$ cat src/rtl/pdec_occ_pkg.sv
// Shared occupancy-tracking parameters, also used by the ROB allocator.
// Latency: n/a (constants and helper only).
// Backpressure: n/a.
package pdec_occ_pkg;

  // Default number of tracked slots.
  localparam int OCC_WIDTH_DEF = 16;

  // Slot index width for a tracker of n slots.
  function automatic int occ_idxw(input int n);
    return $clog2(n);
  endfunction

endpackage

$ cat src/rtl/pdec_occ_penc.sv
// Priority encoder: index of the highest-numbered set bit of req.
// Latency: combinational.
// Backpressure: none; idx is 0 and found is low when req is all zero.
module penc #(
  parameter int W  = 16,
  parameter int OW = 4
) (
  input  logic [W-1:0]  req,
  output logic [OW-1:0] idx,
  output logic          found
);

  // Scan upward so the last (highest) set bit wins.
  always_comb begin
    idx   = '0;
    found = 1'b0;
    for (int i = 0; i < W; i++) begin
      if (req[i]) begin
        idx   = OW'(i);
        found = 1'b1;
      end
    end
  end

endmodule

$ cat src/rtl/pdec_occ.sv
// Slot occupancy tracker: set/clear slots by index, keeps bitmap, count and free-slot search.
// Latency: 1 cycle from request to vec/cnt/flags/error pulses; free_idx is combinational from vec.
// Backpressure: set_rdy = !full from registered state only; clears are always accepted.
module pdec_occ
  import pdec_occ_pkg::*;
#(
  parameter  int WIDTH = OCC_WIDTH_DEF,
  localparam int IDXW  = occ_idxw(WIDTH)
) (
  input  logic             clk,
  input  logic             rst_n,
  input  logic             set_vld,
  input  logic [IDXW-1:0]  set_idx,
  output logic             set_rdy,
  input  logic             clr_vld,
  input  logic [IDXW-1:0]  clr_idx,
  output logic [WIDTH-1:0] vec,
  output logic [IDXW:0]    cnt,
  output logic             full,
  output logic             empty,
  output logic [IDXW-1:0]  free_idx,
  output logic             free_found,
  output logic             dbl_set_err,
  output logic             bad_clr_err,
  output logic             range_err
);

  localparam logic [IDXW:0] FULL_CNT = (IDXW + 1)'(WIDTH);

  logic             set_in_rng;
  logic             clr_in_rng;
  logic             set_ok;
  logic             clr_ok;
  logic [WIDTH-1:0] set_dec;
  logic [WIDTH-1:0] clr_dec;
  logic             set_hit;
  logic             clr_hit;
  logic             same_slot;
  logic             eff_set;
  logic             eff_clr;
  logic             dbl_nxt;
  logic             bad_nxt;
  logic             rng_nxt;
  logic [WIDTH-1:0] vec_nxt;
  logic [IDXW:0]    cnt_nxt;

  // A set is only taken while not full, judged on last cycle's registered count.
  assign set_rdy = !full;

  // Index checks; out-of-range indices can only occur for non power-of-2 WIDTH.
  assign set_in_rng = 32'(set_idx) < WIDTH;
  assign clr_in_rng = 32'(clr_idx) < WIDTH;
  assign set_ok     = set_vld && set_rdy && set_in_rng;
  assign clr_ok     = clr_vld && clr_in_rng;

  // Inline index-to-one-hot decode; an out-of-range index decodes to all zero.
  always_comb begin
    set_dec = '0;
    clr_dec = '0;
    for (int i = 0; i < WIDTH; i++) begin
      set_dec[i] = (32'(set_idx) == i);
      clr_dec[i] = (32'(clr_idx) == i);
    end
  end

  // Classify this cycle's requests against current occupancy.
  always_comb begin
    set_hit   = |(vec & set_dec);
    clr_hit   = |(vec & clr_dec);
    same_slot = set_ok && clr_ok && (set_idx == clr_idx);
    // Set+clear on one occupied slot cancels out: bit stays, count stays.
    eff_set   = set_ok && !set_hit;
    eff_clr   = clr_ok && clr_hit && !same_slot;
    dbl_nxt   = set_ok && set_hit && !same_slot;
    bad_nxt   = clr_ok && !clr_hit;
    rng_nxt   = (set_vld && !set_in_rng) || (clr_vld && !clr_in_rng);
    vec_nxt   = (vec & ~(eff_clr ? clr_dec : '0)) | (eff_set ? set_dec : '0);
    cnt_nxt   = cnt + (IDXW + 1)'(eff_set) - (IDXW + 1)'(eff_clr);
  end

  // Occupancy state, flags and one-cycle error pulses.
  always_ff @(posedge clk or negedge rst_n) begin
    if (!rst_n) begin
      vec         <= '0;
      cnt         <= '0;
      full        <= 1'b0;
      empty       <= 1'b1;
      dbl_set_err <= 1'b0;
      bad_clr_err <= 1'b0;
      range_err   <= 1'b0;
    end else begin
      vec         <= vec_nxt;
      cnt         <= cnt_nxt;
      full        <= (cnt_nxt == FULL_CNT);
      empty       <= (cnt_nxt == '0);
      dbl_set_err <= dbl_nxt;
      bad_clr_err <= bad_nxt;
      range_err   <= rng_nxt;
    end
  end

  // Highest-numbered free slot.
  penc #(
    .W  (WIDTH),
    .OW (IDXW)
  ) u_penc (
    .req   (~vec),
    .idx   (free_idx),
    .found (free_found)
  );

endmodule

$ cat config.mk
export PLATFORM = sky130hd
export DESIGN_NAME = pdec_occ
export DESIGN_NICKNAME = d
export VERILOG_FILES = /design/src/rtl/pdec_occ_pkg.sv /design/src/rtl/pdec_occ_penc.sv /design/src/rtl/pdec_occ.sv
export SDC_FILE = /design/constraint.sdc
export NUM_CORES = 1
export LEC_CHECK = 0
export CAP_MARGIN = 20
export CELL_PAD_IN_SITES_DETAIL_PLACEMENT = 1
export CELL_PAD_IN_SITES_GLOBAL_PLACEMENT = 1
export CORE_MARGIN = 2
export CORE_UTILIZATION = 38
export CTS_BUF_LIST = sky130_fd_sc_hd__clkbuf_4 sky130_fd_sc_hd__clkbuf_8
export CTS_CLUSTER_DIAMETER = 60
export DETAILED_ROUTE_END_ITERATION = 10
export PLACE_DENSITY_LB_ADDON = 0.08
export SKIP_CTS_REPAIR_TIMING = 1
export SYNTH_ARGS = -nofsm -noshare
export SYNTH_HDL_FRONTEND = slang
export SYNTH_SLANG_ARGS = --single-unit
$ cat constraint.sdc
create_clock -name clk -period 4.84 [get_ports clk]
set_clock_uncertainty 0.1 [all_clocks]
set_input_delay 0.726 -clock clk [delete_from_list [all_inputs] [get_ports clk]]
set_output_delay 0.726 -clock clk [all_outputs]
set_load 0.01 [all_outputs]
* Word-level counts from Yosys, hierarchy flattened
Index checks and enable logic that the tools add are counted.
Cells by class: eq/ne operators 32, $add $sub $neg 2, $mul 0, divide/modulo/power cells 0, bitwise operators 6, order comparisons 0, multiplexer cells 33, reduce and logical (&&, ||, !) cells 18, shifts and indexed selects 0
Operator list (number):
- 4-bit equality test, second input constant | 16
- 16-bit bitwise AND | 3
- 4-bit by 3-bit equality test with 1-bit output, second input constant | 8
- 16-bit two-way mux | 2
- 4-bit two-way mux | 8
- 16-bit NOT | 2
- 16-bit OR reduction | 2
- 1-bit two-way mux | 17
- 4-bit by 2-bit equality test with 1-bit output, second input constant | 4
- 16-bit OR | 1
- 3-bit two-way mux | 4
- 1-bit logical AND | 9
- 4-bit by 1-bit equality test with 1-bit output, second input constant | 2
- 4-bit zero test | 2
- 5-bit by 1-bit adder with 5-bit output | 1
- 5-bit equality test, second input constant | 1
- 5-bit zero test | 1
- 5-bit by 1-bit subtractor with 5-bit output | 1
- 4-bit equality test | 1
- 1-bit zero test | 4
- 2-bit two-way mux | 2
Word-level totals: input bits 12, RAM bits 0, word-level logic and storage cells 97, flip-flop bits (word level) 25, memory bits (read-only) 0, memories kept 0, bits in latches 0, output and inout port bits 32

* Logic depth before layout (Yosys ltp)
Gate-level depths: netlist (run 1).
word-level depth 17, mapped depth 17, gate-level depth less buffers 16

* By module
From an unflattened synthesis (run 1), not the netlist that was laid out.
Unflattened totals: cell total of the unflattened synthesis 218, area total of the unflattened synthesis 1914.3 µm²
Modules (own cells, without submodules):
- pdec_occ | cells each 189, instances 1, seq. area each 626.9 µm², area each 1752.9 µm²
- penc | cells each 29, instances 1, seq. area each 0.0 µm², area each 161.4 µm²

* Worst setup path before layout (run 1)
Ideal clock, no wire load.
path type input port to flip-flop, from in clr_idx[1], to reg full, required time 4.667 ns, buffers on the path 2, data arrival time 3.701 ns, library setup time 0.073 ns, slack 0.966 ns, stages on the path 15, cells stage by stage buf_6 nand3_1 a21oi_1 or4_4 o31ai_4 buf_6 inv_1 ha_1 inv_1 ha_1 inv_1 fa_1 inv_1 or4_1 nor2b_1
Between the ends: longest elaborated chain between the ends 7, elaborated cells between the ends (all ways) 25, those cells by class 1 x add/sub; 17 x eq/ne; 1 x bitwise; 6 x reduce/logical
RTL lines:
- start: declaration | line pdec_occ.sv:16 | input logic [IDXW-1:0] clr_idx,
- 4-bit by 1-bit equality test with 1-bit output (tied with other cells) | line pdec_occ.sv:62 | clr_dec[i] = (32'(clr_idx) == i);
- 16-bit bitwise AND | line pdec_occ.sv:69 | clr_hit = |(vec & clr_dec);
- 16-bit OR reduction | line pdec_occ.sv:69
- 1-bit logical AND | line pdec_occ.sv:73 | eff_clr = clr_ok && clr_hit && !same_slot;
- 1-bit logical AND (*) | line pdec_occ.sv:73
- 5-bit by 1-bit subtractor with 5-bit output (*) | line pdec_occ.sv:78 | cnt_nxt = cnt + (IDXW + 1)'(eff_set) - (IDXW + 1)'(eff_clr);
- net cnt_nxt[1] | line pdec_occ.sv:45 | logic [IDXW:0] cnt_nxt;
- 5-bit equality test (*) | line pdec_occ.sv:94 | full <= (cnt_nxt == FULL_CNT);
- end signal: assignment | line pdec_occ.sv:94
- end: declaration | line pdec_occ.sv:19 | output logic full,
The timed path passes the listed nets; every way through them passes the cells marked *.

* Worst setup path after layout (run 1)
from in set_idx[0], to reg full
Between the ends: longest elaborated chain between the ends 8, elaborated cells between the ends (all ways) 27, those cells by class 2 x add/sub; 17 x eq/ne; 1 x bitwise; 7 x reduce/logical
RTL lines:
- start: declaration | line pdec_occ.sv:13 | input logic [IDXW-1:0] set_idx,
- 4-bit by 1-bit equality test with 1-bit output (tied with other cells) | line pdec_occ.sv:61 | set_dec[i] = (32'(set_idx) == i);
- 16-bit bitwise AND | line pdec_occ.sv:68 | set_hit = |(vec & set_dec);
- 16-bit OR reduction | line pdec_occ.sv:68
- 1-bit zero test | line pdec_occ.sv:72 | eff_set = set_ok && !set_hit;
- 1-bit logical AND | line pdec_occ.sv:72
- 5-bit by 1-bit adder with 5-bit output | line pdec_occ.sv:78
- 5-bit by 1-bit subtractor with 5-bit output (*) | line pdec_occ.sv:78
- net cnt_nxt[1] | line pdec_occ.sv:45
- 5-bit equality test (*) | line pdec_occ.sv:94
Marks and branches as above.

==> results of run 1 <==
-- worst max-delay path by stage --
stage	from	slack, ns	cells after the start	end
floorplan	clr_idx[1]	0.97	15	full$_DFF_PN0_
global placement	set_idx[0]	0.19	14	full$_DFF_PN0_
detailed placement	set_idx[0]	0.17	14	full$_DFF_PN0_
CTS	set_idx[0]	0.45	14	full$_DFF_PN0_
global route	set_idx[3]	0.26	15	full$_DFF_PN0_
finish	set_idx[0]	0.49	14	full$_DFF_PN0_
-- flip-flops by register name, indices dropped and copies added, names as in the netlist --
register,count
bad_clr_err,1
cnt,5
dbl_set_err,1
empty,1
full,1
vec,16
-- final cells by class --
class	instances	area (µm²)
Fill cell	554	2360
Multi-Input combinational cell	153	1070
Sequential cell	25	627
Timing Repair Buffer	48	465
Inverter	18	67.6
Tap cell	67	83.8
Clock buffer	4	48.8
-- worst max-delay path, delay by kind of cell --
kind,cells,cell delay (ns)
AO/OA/AOI/OAI,2,0.61
adder cells (fa/ha/maj),3,0.91
buffers and inverters,4,0.88
AND/OR/NAND/NOR,5,1.33
-- where the power goes --
group          leakage (nW)  internal, mW  total [mW]  switching, mW
clock network        0.0262        0.0647       0.136         0.0712
logic                 0.656         0.414       0.771          0.357
registers             0.292         0.314       0.502          0.187
total                 0.974         0.793        1.41          0.615
-- routing by layer --
layer  track usage (%)  wire [µm]  vias up
met5                 0          0        -
li1                  -          -      835
met2              39.0       2950       78
met1              31.7       2480      889
met3              3.43        385       21
met4              11.7        176        0
-- cell usage in the layout (no fill, tap or decap), drive strengths merged, types with 7 or more instances in the layout --
cell           count
nor2              11
clkdlybuf4s50     42
dfrtp             24
o21ai             11
inv               18
a21oi              7
nor3              11
nand2             19
o31ai              8
mux2i              8
-- stage by stage --
step,worst slack [ns],power [mW],area [µm²]
final,0.491,1.41,2360
after global routing,0.257,1.52,2360
after floorplan,0.966,0.861,1850
after detailed placement,0.166,1.28,2310
after CTS,0.448,1.42,2360
after global placement,0.194,1.26,2310
-- logic make-up after synthesis --
family                   Yosys count
AND/OR/NAND/NOR                   79
multiplexers                       8
flip-flops                        25
buffers and inverters             30
XOR/XNOR                           8
other                              1
AO/OA/AOI/OAI                     51
adder cells (fa/ha/maj)            6
==> metrics.md, run 1 <==
| Metric | Value |
|---|---|
| Final Wtd Congestion | 0.863 |
| Clock transition at path regs | 0.09 ns |
| Post-Synthesis Cells | 208 |
| CTS Buf Count | 3 |
| Initial antenna violation count | 0 |
| HPWL after DPL | 4.52 mm |
| WP data arrival | 4.45 ns |
| Reg-to-reg startpoint | vec[3]$_DFF_PN0_ |
| Largest net degree at the start of global routing | 26 |
| Critical path's most frequent cell | inv_1 |
| Worst skew pair latency | 0.28 ns |
| Critical path class | input pin to flip-flop |
| DRT iter0 DRCs | 136 |
| DR pass1 iterations | 4 |
| Top cells by count, synth | 24 x dfrtp_1, 19 x nand2_1, 18 x inv_1 |
| Sequential share of the synthesized area | 33.9% |
| Yosys warns | 0 |
| Final setup fails | 0 |
| Post-Synth Simple-Gate Area | 24.8% |
| Worst Setup End Kind | flip-flop |
| CP startpoint kind | input pin |
| Synth async-reset ratio | 100% |
| DR vias/cell | 5.79 |
| Post-synthesis xor/xnor area fraction | 3.79% |
| R2R setup slack | 1.13 ns |
| RSZ-0062 raised after global routing | false |
| Net Count, Synth | 226 |
| Root buf cell | clkbuf_8 |
| CP Cell Sequence | clkdlybuf4s50_1 -> nor2_1 -> a311o_1 -> o32a_2 -> nor3_1 -> nand2_1 -> ha_1 -> inv_1 -> ha_1 -> inv_1 -> fa_1 -> inv_1 -> or4_1 -> nor2b_1 |
| Number of global-route vias before repair | 1916 |
| Max_cap viols | 0 |
| Worst EP required | 4.94 ns |
| Diode count | 0 |
| ANT nets after route | 0 |
| Top post-synthesis cells by area | dfrtp_1 32%, mux2i_1 4.3%, nand2_1 3.9%, inv_1 3.7%, ha_1 3.4% |
| EDFF count, synth | 0 |
| Primary FF master, synth | dfrtp_1 |
| H-Tree Depth | 1 |
| Adder-Cell Fraction of Synth Area | 4.47% |
| Initial Util | 39.2% |
| Congestion Overflow GR | 0 |
| Area of the die | 5440 µm² |
| Compound-gate portion of the synthesized area | 20.2% |
| Worst-case clock buffer depth | 2 |
| Most common cell in the synthesized netlist | dfrtp_1 |
| Routed WL | 5.99 mm |
| Die Wd | 73.8 µm |
| Maximum vdd ir drop | 0.323 mV |
| Row cnt | 25 |
| Worst Hold Path Cells | 1 |
| Lkg Pwr | 0.974 nW |
| Worst-Margin Slew | 0.525 ns |
| CTS tree | done |
| Slowest cell delay on critical path | 0.71 ns |
| R2R depth | 13 |
| Slew margin rel. | 64.9% |
| Setup TNS | 0 ns |
| WHS Endpoint | cnt[0]$_DFF_PN0_ |
| Final Slew Violations | 0 |
| Hold Vio Cnt, Final | 0 |
| Status | finished clean |
| Io pins | 44 |
| All-layer global routing usage | 24.2% |
| Crit-path slowest cell | clkdlybuf4s50_1 |
| Layout cells sized above 1 | 10.9% |
| Clk sink count | 25 |
| Wire per inst | 19.0 µm |
| Reg2reg end | full$_DFF_PN0_ |
| Mapped Area | 1850 µm² |
| Area delta synth->final | 27.7% |
| Placed Instances | 311 |
| Mux contribution to synthesized area | 4.33% |
| Die height | 73.8 µm |
| Port Buffer Count | 42 |
| Final worst-path cycle share | 89.8% |
| Cell Count, Final, Fillers Out | 315 |
| Fin nets | 267 |
| Worst Hold Class | flip-flop to flip-flop |
| Register bit total from synthesis | 25 |
| Max Fclk | 0.230 GHz |
| Avg Inst Size Synth | 8.89 µm² |
| Post-synthesis cell type count | 54 |
| Area leader, netlist | dfrtp_1 |
| Post-synth top area share | 32.5% |
| Post-route core utilization | 50.0% |
| Pwr dens | 596 nW/µm² |
| Core ar. | 4720 µm² |
| Main combinational cell family by area after synthesis | simple AND/OR/NAND/NOR gates |
| Worst hold margin | 0.455 ns |
| First-pass GRT wire length | 9.79 mm |
| Residual DRC | 0 |
| HP Start | cnt[0]$_DFF_PN0_ |
| CP max FO | 11 |
| DR vias | 1823 |
| Final min period | 4.35 ns |
Power figures use the tool's default switching activity.
==> inputs of run 2 (changes only) <==
- CELL_PAD_IN_SITES_GLOBAL_PLACEMENT: 1 -> 2
- CORE_UTILIZATION: 38 -> 30
- SLEW_MARGIN: default -> 10
==> run 2 against run 1 <==
Effect of this change:
- routed wire length grew 2.4%
- sequential power is 2% lower
- die area grew 25%
- global-route usage down 5.1 points
- hold slack lost 0.11 ns
- final cell count is 2.9% higher
- critical path depth did not move
- sequential cell count is the same
- largest cell class unchanged
==> metrics.md, run 2 (synthesis gave the netlist of run 1 again) <==
| Metric | Value |
|---|---|
| Residual DRC | 0 (unchanged) |
| Final min period | 4.29 ns (-0.0600 ns) |
| Worst-case clock buffer depth | 2 (unchanged) |
| Tot Pwr | 1.41 mW (+0.15%) |
| Post-route core utilization | 39.8% (-10 points) |
| DR vias/cell | 5.44 (-6.0%) |
| GRT met3 Usage | 2.61% (-0.82 points) |
| Congestion Overflow GR | 0 (unchanged) |
| Area of the die | 6810 µm² (+25%) |
| WP data arrival | 4.40 ns (-0.05 ns) |
| Fillers | 721 (+30%) |
| Commonest non-fill, non-tap cell in the layout | clkdlybuf4s50_1 |
| ANT nets after route | 0 (unchanged) |
| Worst skew pair latency | 0.28 ns (about the same) |
| Die height | 82.5 µm (+12%) |
| Critical path's most frequent cell | inv_1 |
| Worst Hold Class | input pin to asynchronous set/reset pin |
| Die Wd | 82.5 µm (+12%) |
| Core ar. | 5960 µm² (+26%) |
| Biggest regs | vec (16), cnt (5) |
| Sequential Area | 627 µm² (unchanged) |
| Diode count | 0 (unchanged) |
| Max_cap viols | 0 (unchanged) |
| Critical path class | input pin to flip-flop |
| CP startpoint kind | input pin |
| Final Slew Violations | 0 (unchanged) |
| Layout cells sized above 1 | 11.6% (+0.76 points) |
| Slowest cell delay on critical path | 0.68 ns (-0.03 ns) |
| Multi-input gate area | 1070 µm² (unchanged) |
| CTS Buf Count | 3 (unchanged) |
| Max Fclk | 0.233 GHz (+1.4%) |
| Fin nets | 268 (+0.37%) |
| CP Cell Sequence | clkdlybuf4s50_1 -> xor2_1 -> nor4_1 -> a21boi_0 -> o31ai_4 -> inv_1 -> ha_1 -> inv_1 -> ha_1 -> inv_1 -> fa_1 -> inv_1 -> or4_1 -> nor2b_1 |
| Most frequent cells in the layout | 41 x clkdlybuf4s50_1, 24 x dfrtp_1, 19 x nand2_1 |
| Fin area | 2370 µm² (+0.42%) |
| Worst-Margin Slew | 0.590 ns (+0.0643 ns) |
| HPWL after DPL | 4.64 mm (+2.6%) |
| Root buf cell | clkbuf_8 |
| Met1 Resource Use GR | 26.0% (-5.7 points) |
| Hold Vio Cnt, Final | 0 (unchanged) |
| Pwr dens | 595 nW/µm² (-0.27%) |
| Area after DPL | 2330 µm² (+0.76%) |
| CP max FO | 12 (+1) |
| Clock transition at path regs | 0.09 ns (about the same) |
| Slew margin rel. | 60.7% (-4.2 points) |
| Met2 Resource Use GR | 30.9% (-8.1 points) |
| Routed WL | 6.13 mm (+2.4%) |
| Final setup fails | 0 (unchanged) |
| Maximum vdd ir drop | 0.367 mV (+14%) |
| Clk sink count | 25 (unchanged) |
| Max FFs per register | 16 (unchanged) |
| Port Buffer Count | 42 (unchanged) |
| Worst EP required | 4.95 ns (about the same) |
| H-Tree Depth | 1 (unchanged) |
| Placed Instances | 320 (+2.9%) |
| Crit-path slowest cell | clkdlybuf4s50_1 |
| DRT iter0 DRCs | 126 (-7.4%) |
| Final Wtd Congestion | 0.846 (-1.9%) |
| RSZ-0062 raised after global routing | false |
| Io pins | 44 (unchanged) |
| Area delta synth->final | 28.3% |
| Row cnt | 28 (+12%) |
| DR vias | 1763 (-3.3%) |
| DR pass1 iterations | 4 (unchanged) |
| All-layer global routing usage | 19.1% (-5.1 points) |
| R2R depth | 14 (+1) |
| Status | finished clean |
| First-pass GRT wire length | 9.76 mm (-0.29%) |
| Grt peak-use layer | met2 |
| Worst Setup End Kind | flip-flop |
| Lkg Pwr | 0.978 nW (+0.43%) |
| Largest net degree at the start of global routing | 26 (unchanged) |
| Setup TNS | 0 ns (unchanged) |
| CTS tree | done |
| Wire per inst | 18.9 µm (-0.42%) |
| Initial antenna violation count | 0 (unchanged) |
| Cell Count, Final, Fillers Out | 324 (+2.9%) |
| Initial Util | 31.1% (-8.1 points) |
| Number of global-route vias before repair | 1814 (-5.3%) |
| Largest register by flop count | vec |
| Final worst-path cycle share | 88.6% (-1.2 points) |
[run 2: cell types whose count changed in the layout (fill, tap and decap cells not counted), sizes merged]
cell,before,now
clkinv,0,1
clkbuf,4,3
clkdlybuf4s50,42,41
buf,6,8
[run 2: critical path: cells and delay by family]
family                   cells  cell delay, ns
XOR/XNOR                     1            0.28
adder cells (fa/ha/maj)      3            0.91
AO/OA/AOI/OAI                2            0.38
AND/OR/NAND/NOR              3            1.19
buffers and inverters        5            0.90
[run 2: worst paths after layout]
path	start	to	slack, ns
worst min register to register	cnt[0]$_DFF_PN0_	cnt[0]$_DFF_PN0_	0.45
min in group clk	cnt[0]$_DFF_PN0_	cnt[0]$_DFF_PN0_	0.45
worst max-delay path	clr_idx[1]	full$_DFF_PN0_	0.55
worst min-delay path	rst_n	cnt[4]$_DFF_PN0_	0.34
worst max register to register	vec[3]$_DFF_PN0_	full$_DFF_PN0_	1.23
max in group asynchronous	rst_n	cnt[1]$_DFF_PN0_	3.91
[run 2: layout make-up]
type | count | share of cell area (%)
inverters | 18 | 2.85
clock buffers | 3 | 1.74
clock inverters | 1 | 0.211
well taps | 75 | 3.96
multi-input cells | 153 | 45.1
flip-flops and latches | 25 | 26.4
repair buffers | 49 | 19.7
[run 2: stage by stage]
step	worst slack (ns)	hold slack (ns)
CTS	0.567	0.475
global placement	0.327	0.442
floorplan	0.966	0.330
detailed placement	0.267	0.448
global route	0.390	0.374
finish	0.551	0.341
[run 2: report_power, final]
part / internal [mW] / switching, mW / leakage (nW)
combinational: 0.419 / 0.370 / 0.661
clock: 0.0578 / 0.0730 / 0.0255
sequential: 0.314 / 0.176 / 0.292
total: 0.791 / 0.619 / 0.978
[run 2: routing by layer]
metal | wire length (µm) | up-vias
li1 | - | 841
met5 | 0 | -
met1 | 2730 | 861
met2 | 2960 | 53
met3 | 318 | 8
met4 | 125 | 0
